<file path="src/rtl/accumulator_bank_if.sv">
// Accumulator bank bus: controller-side request signals and bank-side status.
// master = controller (drives select/ops/ALU result), slave = accumulator bank.
interface accumulator_bank_if #(
  parameter int DATA_WIDTH = 8,
  parameter int SEL_W      = 2
);
  logic [SEL_W-1:0]      acc_sel;
  logic                  ld_ac;
  logic                  clr_ac;
  logic [DATA_WIDTH-1:0] ac_in;
  logic                  push;
  logic                  pop;
  logic [DATA_WIDTH-1:0] ac_out;
  logic                  zero_flag;
  logic                  neg_flag;
  logic                  stk_empty;
  logic                  stk_full;
  logic                  stk_ovf;
  logic                  stk_unf;

  modport master (
    output acc_sel, ld_ac, clr_ac, ac_in, push, pop,
    input  ac_out, zero_flag, neg_flag, stk_empty, stk_full, stk_ovf, stk_unf
  );

  modport slave (
    input  acc_sel, ld_ac, clr_ac, ac_in, push, pop,
    output ac_out, zero_flag, neg_flag, stk_empty, stk_full, stk_ovf, stk_unf
  );
endinterface

</file>
<file path="src/rtl/accumulator_bank.sv">
// Bank of NUM_ACC accumulators with an optional save/restore stack.
// Define ACC_STACK_EN to build the stack; without it push/pop are ignored and
// the stack status outputs are tied to their idle values.
module accumulator_bank #(
  parameter int DATA_WIDTH  = 8,
  parameter int NUM_ACC     = 4,
  parameter int SEL_W       = 2,
  parameter int STACK_DEPTH = 4
) (
  input logic               clk,
  input logic               rst,
  accumulator_bank_if.slave bus
);

  genvar gi;

  logic [NUM_ACC*DATA_WIDTH-1:0] acc_flat;
  logic [DATA_WIDTH-1:0]         rd_val;
  logic                          acc_we;
  logic [DATA_WIDTH-1:0]         acc_d;
  logic                          pop_wr;
  logic [DATA_WIDTH-1:0]         top_val;

  // Read mux: an out-of-range select reads as zero.
  always_comb begin
    rd_val = '0;
    for (int i = 0; i < NUM_ACC; i++) begin
      if (bus.acc_sel == SEL_W'(i)) begin
        rd_val = acc_flat[i*DATA_WIDTH +: DATA_WIDTH];
      end
    end
  end

  assign bus.ac_out    = rd_val;
  assign bus.zero_flag = (rd_val == '0);
  assign bus.neg_flag  = rd_val[DATA_WIDTH-1];

  // Write source for the selected accumulator: clear beats pop beats load.
  always_comb begin
    acc_we = 1'b0;
    acc_d  = bus.ac_in;
    if (bus.clr_ac) begin
      acc_we = 1'b1;
      acc_d  = '0;
    end else if (pop_wr) begin
      acc_we = 1'b1;
      acc_d  = top_val;
    end else if (bus.ld_ac) begin
      acc_we = 1'b1;
    end
  end

  // One register per accumulator; no slot matches an out-of-range select.
  for (gi = 0; gi < NUM_ACC; gi++) begin : g_acc
    logic [DATA_WIDTH-1:0] acc_q;

    // Accumulator register update.
    always_ff @(posedge clk) begin
      if (rst) begin
        acc_q <= '0;
      end else if (acc_we && (bus.acc_sel == SEL_W'(gi))) begin
        acc_q <= acc_d;
      end
    end

    assign acc_flat[gi*DATA_WIDTH +: DATA_WIDTH] = acc_q;
  end

`ifdef ACC_STACK_EN
  localparam int SP_W = $clog2(STACK_DEPTH + 1);

  logic [SP_W-1:0]                   sp_q, sp_d;
  logic                              ovf_q, ovf_d;
  logic                              unf_q, unf_d;
  logic [STACK_DEPTH*DATA_WIDTH-1:0] stk_flat;
  logic                              empty, full, xchg, stk_we;
  logic [SP_W-1:0]                   wr_idx;

  assign empty = (sp_q == '0);
  assign full  = (sp_q == SP_W'(STACK_DEPTH));

  // Stack control. Push+pop on a non-empty stack swaps the accumulator with
  // the top slot and leaves sp alone; on an empty stack only the push acts.
  always_comb begin
    xchg   = bus.push && bus.pop && !empty;
    pop_wr = bus.pop && !empty;
    stk_we = xchg || (bus.push && !full);
    wr_idx = xchg ? (sp_q - SP_W'(1)) : sp_q;
    sp_d   = sp_q;
    if (xchg) begin
      sp_d = sp_q;
    end else if (bus.push && !full) begin
      sp_d = sp_q + SP_W'(1);
    end else if (bus.pop && !empty) begin
      sp_d = sp_q - SP_W'(1);
    end
    ovf_d = ovf_q | (bus.push && !bus.pop && full);
    unf_d = unf_q | (bus.pop && !bus.push && empty);
  end

  // Top-of-stack read for pop and exchange.
  always_comb begin
    top_val = '0;
    for (int i = 0; i < STACK_DEPTH; i++) begin
      if (sp_q == SP_W'(i + 1)) begin
        top_val = stk_flat[i*DATA_WIDTH +: DATA_WIDTH];
      end
    end
  end

  // Pointer and sticky error flags.
  always_ff @(posedge clk) begin
    if (rst) begin
      sp_q  <= '0;
      ovf_q <= 1'b0;
      unf_q <= 1'b0;
    end else begin
      sp_q  <= sp_d;
      ovf_q <= ovf_d;
      unf_q <= unf_d;
    end
  end

  // Stack slots hold only saved data, so they need no reset.
  for (gi = 0; gi < STACK_DEPTH; gi++) begin : g_stk
    logic [DATA_WIDTH-1:0] slot_q;

    // Save the pre-edge selected accumulator into the addressed slot.
    always_ff @(posedge clk) begin
      if (!rst && stk_we && (wr_idx == SP_W'(gi))) begin
        slot_q <= rd_val;
      end
    end

    assign stk_flat[gi*DATA_WIDTH +: DATA_WIDTH] = slot_q;
  end

  assign bus.stk_empty = empty;
  assign bus.stk_full  = full;
  assign bus.stk_ovf   = ovf_q;
  assign bus.stk_unf   = unf_q;
`else
  wire unused_stk_ops = bus.push ^ bus.pop;

  assign pop_wr        = 1'b0;
  assign top_val       = '0;
  assign bus.stk_empty = 1'b1;
  assign bus.stk_full  = 1'b0;
  assign bus.stk_ovf   = 1'b0;
  assign bus.stk_unf   = 1'b0;
`endif

endmodule

</file>
<file path="src/flat_wrapper.sv">
// flat-port wrapper written by rule: the top's interface ports become plain ports
module accumulator_bank_flat 
#(
  parameter int DATA_WIDTH  = 8,
  parameter int NUM_ACC     = 4,
  parameter int SEL_W       = 2,
  parameter int STACK_DEPTH = 4
)
  (clk, rst, bus_acc_sel, bus_ld_ac, bus_clr_ac, bus_ac_in, bus_push, bus_pop, bus_ac_out, bus_zero_flag, bus_neg_flag, bus_stk_empty, bus_stk_full, bus_stk_ovf, bus_stk_unf);
  accumulator_bank_if #(.DATA_WIDTH(DATA_WIDTH), .SEL_W(SEL_W)) bus_i ();
  input logic clk;
  input logic rst;
  input wire logic [$bits(bus_i.acc_sel)-1:0] bus_acc_sel;
  input wire logic [$bits(bus_i.ld_ac)-1:0] bus_ld_ac;
  input wire logic [$bits(bus_i.clr_ac)-1:0] bus_clr_ac;
  input wire logic [$bits(bus_i.ac_in)-1:0] bus_ac_in;
  input wire logic [$bits(bus_i.push)-1:0] bus_push;
  input wire logic [$bits(bus_i.pop)-1:0] bus_pop;
  output wire logic [$bits(bus_i.ac_out)-1:0] bus_ac_out;
  output wire logic [$bits(bus_i.zero_flag)-1:0] bus_zero_flag;
  output wire logic [$bits(bus_i.neg_flag)-1:0] bus_neg_flag;
  output wire logic [$bits(bus_i.stk_empty)-1:0] bus_stk_empty;
  output wire logic [$bits(bus_i.stk_full)-1:0] bus_stk_full;
  output wire logic [$bits(bus_i.stk_ovf)-1:0] bus_stk_ovf;
  output wire logic [$bits(bus_i.stk_unf)-1:0] bus_stk_unf;
  assign bus_i.acc_sel = bus_acc_sel;
  assign bus_i.ld_ac = bus_ld_ac;
  assign bus_i.clr_ac = bus_clr_ac;
  assign bus_i.ac_in = bus_ac_in;
  assign bus_i.push = bus_push;
  assign bus_i.pop = bus_pop;
  assign bus_ac_out = bus_i.ac_out;
  assign bus_zero_flag = bus_i.zero_flag;
  assign bus_neg_flag = bus_i.neg_flag;
  assign bus_stk_empty = bus_i.stk_empty;
  assign bus_stk_full = bus_i.stk_full;
  assign bus_stk_ovf = bus_i.stk_ovf;
  assign bus_stk_unf = bus_i.stk_unf;
  accumulator_bank #(.DATA_WIDTH(DATA_WIDTH), .NUM_ACC(NUM_ACC), .SEL_W(SEL_W), .STACK_DEPTH(STACK_DEPTH)) u_core (.clk(clk), .rst(rst), .bus(bus_i));
endmodule
</file>
<file path="config.mk">
export PLATFORM = sky130hd
export DESIGN_NAME = accumulator_bank_flat
export DESIGN_NICKNAME = d
export VERILOG_FILES = /design/src/rtl/accumulator_bank_if.sv /design/src/rtl/accumulator_bank.sv /design/src/flat_wrapper.sv
export SDC_FILE = /design/constraint.sdc
export NUM_CORES = 1
export LEC_CHECK = 0
export ABC_AREA = 1
export CAP_MARGIN = 20
export CORE_MARGIN = 2
export CORE_UTILIZATION = 28
export DETAILED_ROUTE_END_ITERATION = 12
export PLACE_DENSITY = 0.55
export SLEW_MARGIN = 20
export SYNTH_ARGS = -nofsm -noshare
export SYNTH_HDL_FRONTEND = slang
export SYNTH_SLANG_ARGS = --single-unit
</file>
<file path="constraint.sdc">
create_clock -name clk -period 1.29 [get_ports clk]
set_input_delay 0.258 -clock clk [delete_from_list [all_inputs] [get_ports clk]]
set_output_delay 0.258 -clock clk [all_outputs]
set_load 0.03 [all_outputs]
</file>
==> metrics.yaml, run 1 <==
pwr:
  p_comb_share_pct: 24.8
  p_int_mw: 1.78
  seq_power_share_pct: 43.6
  netSwitchingPower_mw: 0.725
  p_sw_share_pct: 28.9
  p_per_area_mw_per_mm2: 1080
  p_leak_nw: 0.963
  peakVddDrop_mv: 0.658
  clkPwrFrac_pct: 31.6
layout:
  largest_register_ffs: 32
  design_area_sq_mm: 0.00233
  regMostFlops: "u_core.g_acc.acc_q"
  area.growth.synth_to_final_pct: 57.5
  n_fill_cell: 540
  fin_util_pct: 45.6
  layout.nets: 266
  mostFrequentLayoutCells: "dfxtp_1 (29), a21oi_1 (22), nor2_1 (21), buf_4 (21)"
  layout_commonest_cell: "dfxtp_1"
  top_regs: "u_core.g_acc.acc_q: 32 flops"
  antenna_cells: 0
  layout-drive-gt1-share_pct: 36.7
placed_design:
  finalWeightedCongestion: 0.758
  place_ws_ps: -791
  hpwl_mm: 2.91
  numPortBuffers: 23
  dpl-instance-area_sq_mm: 0.00203
yosys:
  synth_fa_ha_area_share_pct: 0
  muxShareOfSynthArea_pct: 0
  synth_cell_types: 23
  yosys.area_share.simple_pct: 27.5
  synth_seq_area_share_pct: 43.4
  syn_inst: 198
  yosys.area.top_type: "dfxtp_1"
  netlist_area_sq_mm: 0.00148
  yosysTopAreaCellShare_pct: 43.4
  yosysWarnings: 0
  synth-xor-area-share_pct: 0
  ys_seq_elements: 32
  synthTopCellsByArea: "dfxtp_1 (43%), nand3_1 (7.8%), a21oi_1 (7.5%)"
  synth_area_per_cell_sq_um: 7.46
  synth_top_family_by_area: "simple AND/OR/NAND/NOR gates"
  synth_compound_area_share_pct: 19.0
critical_path:
  cp_max_fo: 7
  path_buf_inv: 4
  r2r_slack_ps: 620
  crit_required_ps: 1030
  path_common_cell: "buf_12"
  worst_path_dominant_cell_family: "simple AND/OR/NAND/NOR gates"
  end_kind: "output pin"
  setup.worst_path.start_class: "input pin"
  crit_arrival_ps: 1320
  crit_type: "input pin to output pin"
  cp_slowest_stage_delay_ps: 180
  crit_chain: "buf_12 -> buf_12 -> buf_12 -> nand3_2 -> nand4_1 -> nor2_2 -> nand2_2 -> nor2_4 -> buf_6"
  crit_path_top_delay_cell: "nor2_2"
timing:
  setup_viol: 10
  fmax_mhz: 634
  period_minus_slack_ps: 1580
  finalHoldViolations: 0
  tns_ps: -1530
  slew_violations: 0
  worst_slack_ps: -287
  post-route-period-util_pct: 122
  clock_skew_ps: 0
  rsz0062_at_grt: "yes"
  whs_ps: 502
global_route:
  gr-usage-all-layers_pct: 15.4
  grt_pass1_wl_mm: 7.03
  grt_pass1_vias: 1458
  overflow: 0
  antenna_found_initial: 0
  grt_max_degree: 31
run:
  maxCapViolations: 0
clock_tree:
  cts_buffers: 5
  cts_root_buffer: "clkbuf_8"
  cts_hold_buf: 0
  clkSinkCount: 32
  clkSlewWorstSetupHoldPaths_ps: 60
  cts_buffer_depth: 2
  cts_tree: "done"
  clk_latency_ps: 280
  ctsHtreeMaxLevel: 2
floorplanning:
  core.rowCount: 26
  initial_utilization_pct: 28.9
  boundaryPins: 30
  die_h_microns: 76.6
  die_area_sq_mm: 0.00587
  die_w_microns: 76.6
  core_sq_mm: 0.00511
route:
  vias_per_cell: 4.77
  routedWlPerCell_microns: 13.2
  vias: 1530
  drc_errors: 0
  antenna_left: 0
  drt_iter0_markers: 86
  drt-total-wl_mm: 4.23
  first_pass_iters: 4
run_status:
  status: "finished, violations left"
  violations: "setup timing"
hold_path:
  hold_class: "flop to flop"
[cell usage after synthesis]
cell type,number
dfxtp_1,32
nor2_1,24
nand3_1,23
a21oi_1,22
o21ai_0,20
nand2_1,19
o21ai_1,11
buf_4,8
inv_1,8
nand4_1,7
buf_2,3
clkbuf_1,3
inv_2,3
nor2_4,3
a211oi_1,2
conb_1,2
nor2_2,2
buf_1,1
buf_6,1
nand2_2,1
nand2_4,1
nor3_4,1
or2_0,1
[worst reg2reg max path, delay by kind of cell (launching register included)]
kind	cells	cell delay [ps]
compound gates	1	190
flops	1	350
simple gates	1	60
[kinds of logic (layout without fill, tap and decap cells)]
logic type,count (synthesis),after routing
flip-flops,32,32
AND/OR/NAND/NOR,82,82
buffers and inverters,27,78
AO/OA/AOI/OAI,55,55
other,2,4
[worst paths after layout]
kind | start | endpoint | cells after the start
worst min register to register | u_core.g_acc[2].acc_q[0]$_SDFFE_PP0P_ | u_core.g_acc[2].acc_q[0]$_SDFFE_PP0P_ | 2
worst min-delay path | u_core.g_acc[2].acc_q[0]$_SDFFE_PP0P_ | u_core.g_acc[2].acc_q[0]$_SDFFE_PP0P_ | 2
worst max register to register | u_core.g_acc[1].acc_q[3]$_SDFFE_PP0P_ | u_core.g_acc[1].acc_q[3]$_SDFFE_PP0P_ | 2
worst max-delay path | bus_acc_sel[1] | bus_zero_flag | 9
[power by group through the flow]
stage                     sequential, mW  combinational [mW]  clock [mW]
after floorplan                     1.10               0.327           0
after global placement              1.11               0.534           0
after detailed placement            1.11               0.537           0
after CTS                           1.09               0.619       0.805
after global routing                1.10               0.673       0.848
final                               1.09               0.622       0.790
[metal layers]
layer  up-vias  track usage [%]  share of wire, %
met1       704             19.8                47
met3         7             2.96               4.2
met2        43             25.4                47
met5         -                0                 0
li1        776                -                 -
met4         0             6.00               1.7
[area by class of cell]
cell class	count	area [sq um]	share of cell area [%]
multi-input combinational	141	811	34.8
inverter	11	56.3	2.42
clock buffer	8	90.1	3.87
tap	70	87.6	3.76
timing repair buffer	58	632	27.2
sequential	32	644	27.7
timing repair inverter	1	6.26	0.269
[timing repair]
item / in CTS / in global routing
endpoints found under the setup margin: 40 / 24
resized for setup: 52 / 15
buffers inserted: 7 / 2
gates cloned: 2 / 0
pin swaps: 26 / 12
[metrics by stage]
step	std cells	power (mW)
floorplan	200	1.42
global placement	309	1.64
detailed placement	309	1.64
CTS	322	2.51
global route	321	2.62
finish	321	2.50
Power figures use the tool's default switching activity.
==> inputs of run 2 (changes only) <==
--- a/config.mk
+++ b/config.mk
@@ -8,9 +8,9 @@
 export ABC_AREA = 1
 export CAP_MARGIN = 20
 export CORE_MARGIN = 2
-export CORE_UTILIZATION = 28
+export CORE_UTILIZATION = 40
 export DETAILED_ROUTE_END_ITERATION = 12
-export PLACE_DENSITY = 0.55
+export PLACE_DENSITY = 0.69
 export SLEW_MARGIN = 20
 export SYNTH_ARGS = -nofsm -noshare
 export SYNTH_HDL_FRONTEND = slang
==> run 2 against run 1 <==
Net effect: the run still ends with setup timing left; die area shrank 29%; clock power fell by 4.2%; utilization increased by 22 points; flip-flop and latch count is the same; register-to-register slack lost 20 ps; largest cell class unchanged; cell count down 3.1%; sequential share of layout area fell by 0.19 points; power grew 0.20%; wire length rose by 8.6%; setup slack lost 40 ps.
==> metrics.yaml, run 2 (same netlist as run 1, synthesis figures left out) <==
run_status:
  status: "finished, violations left"  # unchanged
  violations: "setup timing"  # unchanged
placed_design:
  place_inst: 288  # was 309
  numPortBuffers: 23  # unchanged
  hpwl_mm: 2.72  # was 2.91 mm
  finalWeightedCongestion: 0.880  # was 0.758
  place_ws_ps: -722  # was -791 ps
clock_tree:
  cts_hold_buf: 0  # unchanged
  ctsHtreeMaxLevel: 2  # unchanged
  cts_buffers: 5  # unchanged
  cts_root_buffer: "clkbuf_8"  # unchanged
  clkSlewWorstSetupHoldPaths_ps: 70  # was 60 ps
  cts_buffer_depth: 2  # unchanged
  clk_latency_ps: 290  # was 280 ps
  clkSinkCount: 32  # unchanged
  cts_tree: "done"  # unchanged
floorplanning:
  die_w_microns: 64.8  # was 76.6 microns
  die_h_microns: 64.8  # was 76.6 microns
  boundaryPins: 30  # unchanged
  core.rowCount: 22  # was 26
  core_sq_mm: 0.00361  # was 0.00511 sq mm
  initial_utilization_pct: 41.0  # was 28.9%
  die_area_sq_mm: 0.00420  # was 0.00587 sq mm
timing:
  rsz0062_at_grt: "yes"  # unchanged
  period_minus_slack_ps: 1620  # was 1580 ps
  tns_ps: -1140  # was -1530 ps
  post-route-period-util_pct: 125  # was 122%
  clock_skew_ps: 0  # unchanged
  setup_viol: 10  # unchanged
  slew_violations: 0  # unchanged
  worst_slack_ps: -327  # was -287 ps
  finalHoldViolations: 0  # unchanged
  fmax_mhz: 619  # was 634 MHz
route:
  first_pass_iters: 4  # unchanged
  antenna_left: 0  # unchanged
  vias: 1606  # was 1,530
  drt_iter0_markers: 112  # was 86
  routedWlPerCell_microns: 14.8  # was 13.2 microns
  drc_errors: 0  # unchanged
  drt-total-wl_mm: 4.59  # was 4.23 mm
  vias_per_cell: 5.16  # was 4.77
layout:
  largest_register_ffs: 32  # unchanged
  regMostFlops: "u_core.g_acc.acc_q"  # unchanged
  area.growth.synth_to_final_pct: 63.8  # was 57.5%
  layout.nets: 278  # was 266
  top_regs: "u_core.g_acc.acc_q: 32 flops"  # unchanged
  final_cells: 311  # was 321
  layout_commonest_cell: "buf_4"  # was dfxtp_1
  mostFrequentLayoutCells: "buf_4 (31), nor2_1 (24), a21oi_1 (22), buf_6 (22), dfxtp_2 (20)"  # was dfxtp_1 (29), a21oi_1 (22), nor2_1 (21), buf_4 (21)
  n_fill_cell: 285  # was 540
  antenna_cells: 0  # unchanged
  layout-drive-gt1-share_pct: 47.5  # was 36.7%
pwr:
  peakVddDrop_mv: 0.549  # was 0.658 mV
  p_comb_share_pct: 26.0  # was 24.8%
  netSwitchingPower_mw: 0.768  # was 0.725 mW
  p_sw_share_pct: 30.6  # was 28.9%
  p_leak_nw: 1.05  # was 0.963 nW
  seq_power_share_pct: 43.8  # was 43.6%
  clkPwrFrac_pct: 30.2  # was 31.6%
  p_per_area_mw_per_mm2: 1040  # was 1080 mW/mm^2
  p_int_mw: 1.74  # was 1.78 mW
global_route:
  grt_max_degree: 31  # unchanged
  grt_pass1_wl_mm: 7.04  # was 7.03 mm
  antenna_found_initial: 0  # unchanged
  gr-usage-all-layers_pct: 22.6  # was 15.4%
  overflow: 0  # unchanged
  grt_pass1_vias: 1507  # was 1,458
critical_path:
  end_kind: "output pin"  # unchanged
  crit_arrival_ps: 1360  # was 1320 ps
  setup.worst_path.start_class: "flop"  # was input pin
  crit_type: "flop to output pin"  # was input pin to output pin
  crit_required_ps: 1030  # about the same
  cp_max_fo: 2  # was 7
run:
  maxCapViolations: 0  # unchanged
hold_path:
  hold_class: "flop to flop"  # unchanged
==> run 2: power by group through the flow <==
stage	Clock (mW)	Combinational [mW]	Sequential, mW
2_1_floorplan	0	0.327	1.10
3_3_place_gp	0	0.516	1.11
3_5_place_dp	0	0.520	1.11
4_1_cts	0.769	0.612	1.09
5_1_grt	0.841	0.700	1.11
6_report	0.757	0.652	1.10
==> run 2: stage by stage <==
stage	hold WS, ps	utilization (%)	area (sq um)	power (mW)
finish	495	67.1	2420	2.51
global route	536	67.1	2420	2.65
CTS	497	63.1	2270	2.47
detailed placement	480	54.8	1980	1.63
global placement	473	54.8	1980	1.62
floorplan	336	-	1580	1.42
==> run 2: final timing paths <==
kind / start / to / slack [ps] / depth (start not counted)
hold / removal: u_core.g_acc[0].acc_q[6]$_SDFFE_PP0P_ / u_core.g_acc[0].acc_q[6]$_SDFFE_PP0P_ / 490 / 2
setup reg to reg: u_core.g_acc[1].acc_q[4]$_SDFFE_PP0P_ / u_core.g_acc[1].acc_q[4]$_SDFFE_PP0P_ / 600 / 2
setup / recovery: u_core.g_acc[0].acc_q[0]$_SDFFE_PP0P_ / bus_zero_flag / -330 / 8
hold reg to reg: u_core.g_acc[0].acc_q[6]$_SDFFE_PP0P_ / u_core.g_acc[0].acc_q[6]$_SDFFE_PP0P_ / 490 / 2
==> run 2: critical path, cell delays in order, from the launching register on <==
cell and delay, ps:
dfxtp_1 330, o21ai_2 150, nand2_1 80, nand2_1 70, nand2_2 50, nor2_1 80
nand2_1 90, nor2_4 100, buf_6 130
==> run 2: layer usage <==
metal	global-route usage, %	routed length, microns	up-vias
li1	-	-	796
met1	26.8	2040	744
met2	36.1	2180	50
met3	6.25	216	16
met4	14.1	156	0
met5	0	0	-
==> run 2: what timing repair did <==
action | CTS | global route
buffers inserted | 13 | 8
resized for setup | 38 | 53
pin swaps | 21 | 19
endpoints found under the setup margin | 42 | 28
endpoints found under the hold margin | 0 | 0
cloned | 0 | 2
==> run 2: area by class of cell <==
class	count	area (sq um)	area share (%)
clock buffers	5	68.8	2.84
clock inverters	3	18.8	0.775
inverters	11	58.8	2.43
multi-input cells	141	827	34.2
flip-flops and latches	32	666	27.5
well taps	48	60.1	2.48
repair buffers	70	716	29.6
repair inverters	1	6.26	0.258
==> inputs of run 3 (changes only) <==
--- a/config.mk
+++ b/config.mk
@@ -10,6 +10,7 @@
 export CORE_MARGIN = 2
 export CORE_UTILIZATION = 40
 export DETAILED_ROUTE_END_ITERATION = 12
+export GPL_TIMING_DRIVEN = 0
 export PLACE_DENSITY = 0.69
 export SLEW_MARGIN = 20
 export SYNTH_ARGS = -nofsm -noshare
==> run 3 against run 2 <==
Net effect: clock skew did not move; setup slack improved by 12 ps; combinational power is 7.1% lower; non-clock buffer count fell by 16; global-route usage decreased by 0.29 points; wire length shrank 3.7%; largest power group unchanged; the run still ends with setup timing left; critical path depth is 1 lower; cell count decreased by 5.8%; sequential share of layout area up 1.7 points; critical path type unchanged; hold slack lost 60 ps.
==> metrics.yaml, run 3 (same netlist as run 1, synthesis figures left out) <==
run_status:
  status: "finished, violations left"  # unchanged
  violations: "setup timing"  # unchanged
critical_path:
  rr_worst_depth: 2  # unchanged
  crit_type: "flop to output pin"  # unchanged
  cp_max_fo: 2  # unchanged
  worst-path-stages: 7  # was 8
  setup.worst_path.start_class: "flop"  # unchanged
  crit_chain: "or2_1 -> nand2_1 -> nand2_2 -> nor2_2 -> nand2_2 -> nor2_4 -> buf_6"  # was o21ai_2 -> nand2_1 -> nand2_1 -> nand2_2 -> nor2_1 -> nand2_1 -> nor2_4 -> buf_6
  crit_path_top_delay_cell: "dfxtp_1"  # unchanged
  cp_slowest_stage_delay_ps: 310  # was 330 ps
  r2r_slack_ps: 600  # about the same
  path_common_cell: "nand2_2"  # was nand2_1
  crit_required_ps: 1030  # about the same
  path_buf_inv: 1  # unchanged
  end_kind: "output pin"  # unchanged
  worst_path_dominant_cell_family: "simple AND/OR/NAND/NOR gates"  # unchanged
  crit_arrival_ps: 1350  # was 1360 ps
route:
  routedWlPerCell_microns: 15.1  # was 14.8 microns
  drt-total-wl_mm: 4.42  # was 4.59 mm
  vias: 1526  # was 1,606
  antenna_left: 0  # unchanged
  drc_errors: 0  # unchanged
  drt_iter0_markers: 76  # was 112
  first_pass_iters: 4  # unchanged
  vias_per_cell: 5.21  # was 5.16
timing:
  period_minus_slack_ps: 1600  # was 1620 ps
  worst_slack_ps: -315  # was -327 ps
  finalHoldViolations: 0  # unchanged
  setup_viol: 9  # was 10
  slew_violations: 0  # unchanged
  clock_skew_ps: 0  # unchanged
  rsz0062_at_grt: "yes"  # unchanged
  post-route-period-util_pct: 124  # was 125%
  whs_ps: 435  # was 495 ps
  fmax_mhz: 623  # was 619 MHz
floorplanning:
  die_h_microns: 64.8  # unchanged
  core.rowCount: 22  # unchanged
  initial_utilization_pct: 41.0  # unchanged
  core_sq_mm: 0.00361  # unchanged
  boundaryPins: 30  # unchanged
  die_w_microns: 64.8  # unchanged
  die_area_sq_mm: 0.00420  # unchanged
clock_tree:
  cts_buffer_depth: 2  # unchanged
  cts_hold_buf: 0  # unchanged
  clkSinkCount: 32  # unchanged
  cts_tree: "done"  # unchanged
  clk_latency_ps: 290  # about the same
  clkSlewWorstSetupHoldPaths_ps: 70  # about the same
  ctsHtreeMaxLevel: 2  # unchanged
  cts_root_buffer: "clkbuf_8"  # unchanged
  cts_buffers: 5  # unchanged
global_route:
  antenna_found_initial: 0  # unchanged
  grt_pass1_vias: 1383  # was 1,507
  grt_max_degree: 11  # was 31
  overflow: 0  # unchanged
  grt_pass1_wl_mm: 6.76  # was 7.04 mm
  gr-usage-all-layers_pct: 22.4  # was 22.6%
hold_path:
  min_path_cells: 5  # was 2
  hold_class: "input pin to flop"  # was flop to flop
pwr:
  peakVddDrop_mv: 0.707  # was 0.549 mV
  p_leak_nw: 0.936  # was 1.05 nW
  p_per_area_mw_per_mm2: 1100  # was 1040 mW/mm^2
placed_design:
  numPortBuffers: 22  # was 23
  finalWeightedCongestion: 0.820  # was 0.880
  hpwl_mm: 2.73  # was 2.72 mm
  place_ws_ps: -1480  # was -722 ps
  place_inst: 270  # was 288
layout:
  largest_register_ffs: 32  # unchanged
  mostFrequentLayoutCells: "dfxtp_1 (29), a21oi_1 (22), nor2_1 (21), o21ai_0 (20), buf_4 (20)"  # was buf_4 (31), nor2_1 (24), a21oi_1 (22), buf_6 (22), dfxtp_2 (20)
  regMostFlops: "u_core.g_acc.acc_q"  # unchanged
  antenna_cells: 0  # unchanged
  layout.nets: 261  # was 278
  layout_commonest_cell: "dfxtp_1"  # was buf_4
  top_regs: "u_core.g_acc.acc_q: 32 flops"  # unchanged
  layout-drive-gt1-share_pct: 34.3  # was 47.5%
  final_cells: 293  # was 311
  area.growth.synth_to_final_pct: 49.3  # was 63.8%
run:
  maxCapViolations: 0  # unchanged
[run 3: cell count changes in the layout (fill, tap and decap cells not counted), moves of 6 or more]
cell and change:
buf_4 -11, buf_6 -9, dfxtp_1 +17, dfxtp_2 -17, o21ai_0 +6
[run 3: tightest hold or removal path, delay by kind of cell]
kind	cells	cell delay (ps)
AO/OA/AOI/OAI	2	150
AND/OR/NAND/NOR	2	140
buffers and inverters	1	130
[run 3: metal layers]
metal,track usage [%],share of wire [%]
met5,0,0
met4,12.2,1.8
met3,4.34,4.7
met2,36.5,50
met1,27.6,43
[run 3: repair_timing]
item                                    in CTS  in global routing
gates cloned                                 2                  0
pin swaps                                   17                 10
endpoints found under the setup margin      42                 42
endpoints found under the hold margin        0                  0
buffers inserted                             7                  7
resized for setup                           88                 26
[run 3: where the power goes]
group	switching, mW	leakage [nW]	internal, mW
combinational	0.334	0.631	0.271
sequential	0.0341	0.264	1.05
clock	0.364	0.0410	0.366
[run 3: final timing paths]
path | start | endpoint
max | u_core.g_acc[2].acc_q[0]$_SDFFE_PP0P_ | bus_zero_flag
min | bus_acc_sel[0] | u_core.g_acc[3].acc_q[2]$_SDFFE_PP0P_
min reg2reg | u_core.g_acc[0].acc_q[0]$_SDFFE_PP0P_ | u_core.g_acc[0].acc_q[0]$_SDFFE_PP0P_
max reg2reg | u_core.g_acc[2].acc_q[3]$_SDFFE_PP0P_ | u_core.g_acc[2].acc_q[3]$_SDFFE_PP0P_
[run 3: stage by stage]
step           total power [mW]  instance area (sq um)  setup TNS (ps)  utilization, %
5_1_grt                    2.51                   2210           -1780            61.2
4_1_cts                    2.38                   2110           -1190            58.4
2_1_floorplan              1.42                   1580            -572               -
3_5_place_dp               1.59                   1860          -26820            51.7
6_report                   2.42                   2210           -1320            61.2
3_3_place_gp               1.59                   1860          -27010            51.7
[run 3: cell type report]
class | count | area (sq um)
flip-flops and latches | 32 | 644
plain buffers | 16 | 169
fillers | 336 | 1400
clock buffers | 6 | 72.6
well taps | 48 | 60.1
repair buffers | 38 | 404
clock inverters | 1 | 5.00
multi-input cells | 141 | 800
inverters | 11 | 51.3
